==> src/rtl/booth_seq_multiplier.sv <==
// Sequential radix-2 Booth multiplier: one recoded digit per clock, 2N-bit signed product.
// Optional BOOTH_EARLY_EXIT_EN finishes as soon as all remaining Booth digits are zero.
module booth_seq_multiplier #(
  parameter int N = 3
) (
  input  logic             clk,
  input  logic             rst,
  input  logic             start,
  input  logic [N-1:0]     multiplicand,
  input  logic [N-1:0]     multiplier,
  output logic             busy,
  output logic             done,
  output logic [2*N-1:0]   product
);

  localparam int CW = $clog2(N + 1);

  localparam logic [1:0] S_IDLE = 2'd0;
  localparam logic [1:0] S_RUN  = 2'd1;
  localparam logic [1:0] S_DONE = 2'd2;

  logic [1:0]     r_state;
  logic [N:0]     r_a;
  logic [N-1:0]   r_q;
  logic           r_q_1;
  logic [CW-1:0]  r_count;
  logic [N-1:0]   r_m;
  logic [2*N-1:0] r_product;

  logic           w_h;
  logic           w_d;
  logic [N:0]     w_m_ext;
  logic [N:0]     w_sum;
  logic [N:0]     w_a_nxt;
  logic [N-1:0]   w_q_nxt;

  // Same recoding equations as the upstream Booth cell
  assign w_h     = r_q[0] ^ r_q_1;
  assign w_d     = r_q[0] & ~r_q_1;
  assign w_m_ext = {r_m[N-1], r_m};
  assign w_sum   = w_h ? (w_d ? (r_a - w_m_ext) : (r_a + w_m_ext)) : r_a;
  assign w_a_nxt = {w_sum[N], w_sum[N:1]};
  assign w_q_nxt = {w_sum[0], r_q[N-1:1]};

`ifdef BOOTH_EARLY_EXIT_EN
  logic [N-1:0]         w_mask;
  logic                 w_skip;
  logic signed [2*N:0]  w_aq_shr;

  always_comb begin
    w_mask = '0;
    for (int i = 0; i < N; i++) begin
      w_mask[i] = (CW'(i) < r_count);
    end
  end

  // Remaining multiplier bits all equal q_1 means every remaining digit is zero
  assign w_skip   = (((r_q ^ {N{r_q_1}}) & w_mask) == '0);
  assign w_aq_shr = $signed({r_a, r_q}) >>> r_count;
`endif

  always_ff @(posedge clk or posedge rst) begin
    if (rst) begin
      r_state   <= S_IDLE;
      r_a       <= '0;
      r_q       <= '0;
      r_q_1     <= 1'b0;
      r_count   <= '0;
      r_m       <= '0;
      r_product <= '0;
    end else begin
      case (r_state)
        S_IDLE: begin
          if (start) begin
            r_a     <= '0;
            r_q     <= multiplier;
            r_q_1   <= 1'b0;
            r_m     <= multiplicand;
            r_count <= CW'(N);
            r_state <= S_RUN;
          end
        end
        S_RUN: begin
`ifdef BOOTH_EARLY_EXIT_EN
          if (w_skip) begin
            r_a       <= w_aq_shr[2*N:N];
            r_q       <= w_aq_shr[N-1:0];
            r_count   <= '0;
            r_product <= w_aq_shr[2*N-1:0];
            r_state   <= S_DONE;
          end else begin
`else
          begin
`endif
            r_a     <= w_a_nxt;
            r_q     <= w_q_nxt;
            r_q_1   <= r_q[0];
            r_count <= r_count - CW'(1);
            // Product is captured from the final shifted value on entry to DONE
            if (r_count == CW'(1)) begin
              r_product <= {w_a_nxt[N-1:0], w_q_nxt};
              r_state   <= S_DONE;
            end
          end
        end
        S_DONE:  r_state <= S_IDLE;
        default: r_state <= S_IDLE;
      endcase
    end
  end

  assign busy    = (r_state == S_RUN);
  assign done    = (r_state == S_DONE);
  assign product = r_product;

endmodule

==> config.mk <==
export PLATFORM = sky130hd
export DESIGN_NAME = booth_seq_multiplier
export DESIGN_NICKNAME = d
export VERILOG_FILES = /design/src/rtl/booth_seq_multiplier.sv
export SDC_FILE = /design/constraint.sdc
export NUM_CORES = 1
export LEC_CHECK = 0
export CAP_MARGIN = 0
export CORE_MARGIN = 3
export CORE_UTILIZATION = 30
export CTS_BUF_LIST = sky130_fd_sc_hd__clkbuf_4 sky130_fd_sc_hd__clkbuf_8 sky130_fd_sc_hd__clkbuf_16
export CTS_CLUSTER_SIZE = 30
export DETAILED_ROUTE_END_ITERATION = 6
export PLACE_DENSITY_LB_ADDON = 0.3
export SLEW_MARGIN = 20
export SYNTH_ARGS = -nofsm -noshare
export SYNTH_HDL_FRONTEND = slang
export SYNTH_SLANG_ARGS = --single-unit
==> constraint.sdc <==
create_clock -name clk -period 1.9 [get_ports clk]
set_input_delay 0.38 -clock clk [delete_from_list [all_inputs] [get_ports clk]]
set_output_delay 0.38 -clock clk [all_outputs]
set_load 0.005 [all_outputs]
==> flow_metrics.tcl <==
set metrics [dict create \
    area_growth_pct 54.5 \
    grt_pass1_vias 961 \
    status "finished, violations left" \
    diodes 0 \
    p_int_uw 2500 \
    clk_latency_ps 270 \
    drc 0 \
    syn_area_um2 1100 \
    ctsRootBufferMaster "clkbuf_8" \
    final_util_pct 49.5 \
    nets 173 \
    seq_power_share_pct 19.7 \
    end_kind "flop" \
    power.share.switching_pct 36.5 \
    relSlewSlack_pct 76.7 \
    routed_wirelength_um 2700 \
    syn_avg_cell_area_um2 10.2 \
    htree_num_levels 1 \
    die_y_um 66.6 \
    fin_crit_ps 2030 \
    grt_use_total_pct 13.3 \
    post-route-period-util_pct 107 \
    ys.warnings.count 0 \
    rsz0062_at_grt "true" \
    worst_pin_slew_ps 348 \
    overflow 0 \
    core_area_um2 3440 \
    initial_utilization_pct 32.0 \
    peakVddDrop_mv 0.711 \
    antenna_found_initial 0 \
    grt_max_degree 21 \
    pre_cts_slack_ps -190 \
    drv_slew 0 \
    switching_power_uw 1440 \
    crit_path_max_fanout 4 \
    grt_pass1_wl_um 4470 \
    ys_ff_latch 20 \
    final_cell_mix "30 x buf_4, 20 x dfrtp_1, 16 x clkdlybuf4s50_1, 13 x nand2_1" \
    pwr-share-comb_pct 69.2 \
    ioPinCount 17 \
    worst_slack_ps -134 \
    whs_ps 447 \
    drtPass1Iterations 4 \
    crit_type "flop to flop" \
    vias 933 \
    die_w_um 66.6 \
    finalHoldViolCount 0 \
    netlist_instances 108 \
    ys_types 33 \
    cts.sinks 20 \
    clk_pin_slew_worst_paths_ps 80 \
    viasPerCell 4.62 \
    routedWlPerCell_um 13.4 \
    io_buffers 16 \
    cellPowerDensity_nw_per_um2 2310 \
    max_freq_ghz 0.492 \
    cts_tree "built" \
    final_common_cell "buf_4" \
    synth_area_leaders "dfrtp_1 45%, ha_1 6.8%, mux2_2 6.1%" \
    power_uw 3940 \
    std_cell_rows 21 \
    synth-seq-area-share_pct 45.4 \
    drive_above_1_share_pct 42.3 \
    startpoint_type "flop" \
    die_area_um2 4440 \
    ant_nets 0 \
    dp_hpwl_um 1680 \
    routabilityCongestion 0.849 \
    finalSetupViolations 4 \
    cellLeakagePower_uw 0.000784 \
    hold_path.class "primary input to asynchronous set/reset pin" \
    cts_buffers 3 \
    dr.first_iter.drc_count 38 \
    max_cap_viol_count 0 \
    ctsHoldBuffers 0 \
    yosys.area.top_type "dfrtp_1" \
    clock_skew_ps 6.05 \
    synth_fp_nets 124 \
    violations "negative setup slack" \
    required_ps 2060 \
    max-clock-path-buffers 2 \
    nFillCells 328 \
    synth_top_area_share_pct 45.4 \
    pwr-share-clk_pct 11.1 \
    crit_arrival_ps 2190 \
]
[state kept, by name (all words and copies together) (netlist names)]
register  count
r_state       2
r_q           3
r_count       2
product       6
r_m           3
r_q_1         1
r_a           3
[kinds of logic (layout without fill, tap and decap cells)]
family	after synthesis	in the layout	synth area share [%]
flip-flops	20	20	45.4
multiplexers	8	8	7.95
AO/OA/AOI/OAI	23	23	12.0
adder cells (fa/ha/maj)	7	7	8.63
buffers and inverters	14	62	6.70
XOR/XNOR	3	3	2.38
AND/OR/NAND/NOR	33	33	16.9
[area by class of cell]
cell class | count | area (um2) | area share (%)
inverter | 11 | 43.8 | 2.57
sequential | 20 | 500 | 29.4
clock inverter | 1 | 30.0 | 1.76
tap | 46 | 57.6 | 3.38
clock buffer | 3 | 41.3 | 2.42
timing repair buffer | 47 | 397 | 23.3
multi-input combinational | 74 | 633 | 37.2
[power groups by stage]
stage               Combinational, uW  Clock (uW)  Sequential (uW)
floorplan                        1260           0              753
global route                     2970         464              810
CTS                              2310         443              769
global placement                 1850           0              758
detailed placement               1890           0              769
finish                           2720         438              777
[cell usage after synthesis, drive strengths merged]
library cell  number
dfrtp             20
nand2             15
o21ai             12
inv               11
ha                 6
mux2               6
nor2               6
a21oi              5
buf                3
and3b              2
mux2i              2
nor2b              2
nor3               2
nor3b              2
o22ai              2
or2                2
xnor2              2
a22oi              1
and3               1
fa                 1
nand2b             1
o211ai             1
o21a               1
o22a               1
xor2               1
[repair_timing]
action | 4_1_cts | 5_1_grt
pin swaps | 8 | 13
setup buffers | 12 | 7
endpoints found under the setup margin | 6 | 8
resized for setup | 14 | 8
[path summary, 6_finish.rpt]
| path | from | cells after the start | slack (ps) | endpoint |
|---|---|---|---|---|
| max reg2reg | r_q[0]$_DFFE_PP0P_ | 10 | -130 | r_a[2]$_DFFE_PP0P_ |
| max | r_q[0]$_DFFE_PP0P_ | 10 | -130 | r_a[2]$_DFFE_PP0P_ |
| max in group asynchronous | rst | 3 | 1230 | r_m[2]$_DFFE_PP0P_ |
| min reg2reg | r_state[1]$_DFFE_PP0P_ | 1 | 480 | r_state[0]$_DFFE_PP0P_ |
| min | rst | 3 | 450 | r_a[0]$_DFFE_PP0P_ |
| min in group clk | r_state[1]$_DFFE_PP0P_ | 1 | 480 | r_state[0]$_DFFE_PP0P_ |
[worst max-delay path, cell delays in order (launching register included)]
cell	delay, ps
dfrtp_1	420
ha_4	200
nor2_4	120
xnor2_2	150
ha_4	250
a21oi_2	160
o21ai_2	90
xnor2_2	210
buf_4	150
nor2b_4	110
o21ai_1	50
[stage by stage]
| stage | setup TNS [ps] | instance area, um2 | cells |
|---|---|---|---|
| detailed placement | -451 | 1410 | 180 |
| finish | -327 | 1700 | 202 |
| CTS | -141 | 1620 | 196 |
| floorplan | -74.1 | 1120 | 108 |
| global route | -672 | 1700 | 202 |
| global placement | -248 | 1410 | 180 |
[layer usage]
metal,part of all wire [%],GRT usage [%],up-vias
met5,0,0,-
met4,2.8,5.08,0
met1,45,16.9,447
met2,49,21.9,19
li1,-,-,459
met3,4.0,3.04,8
Power figures use the tool's default switching activity.
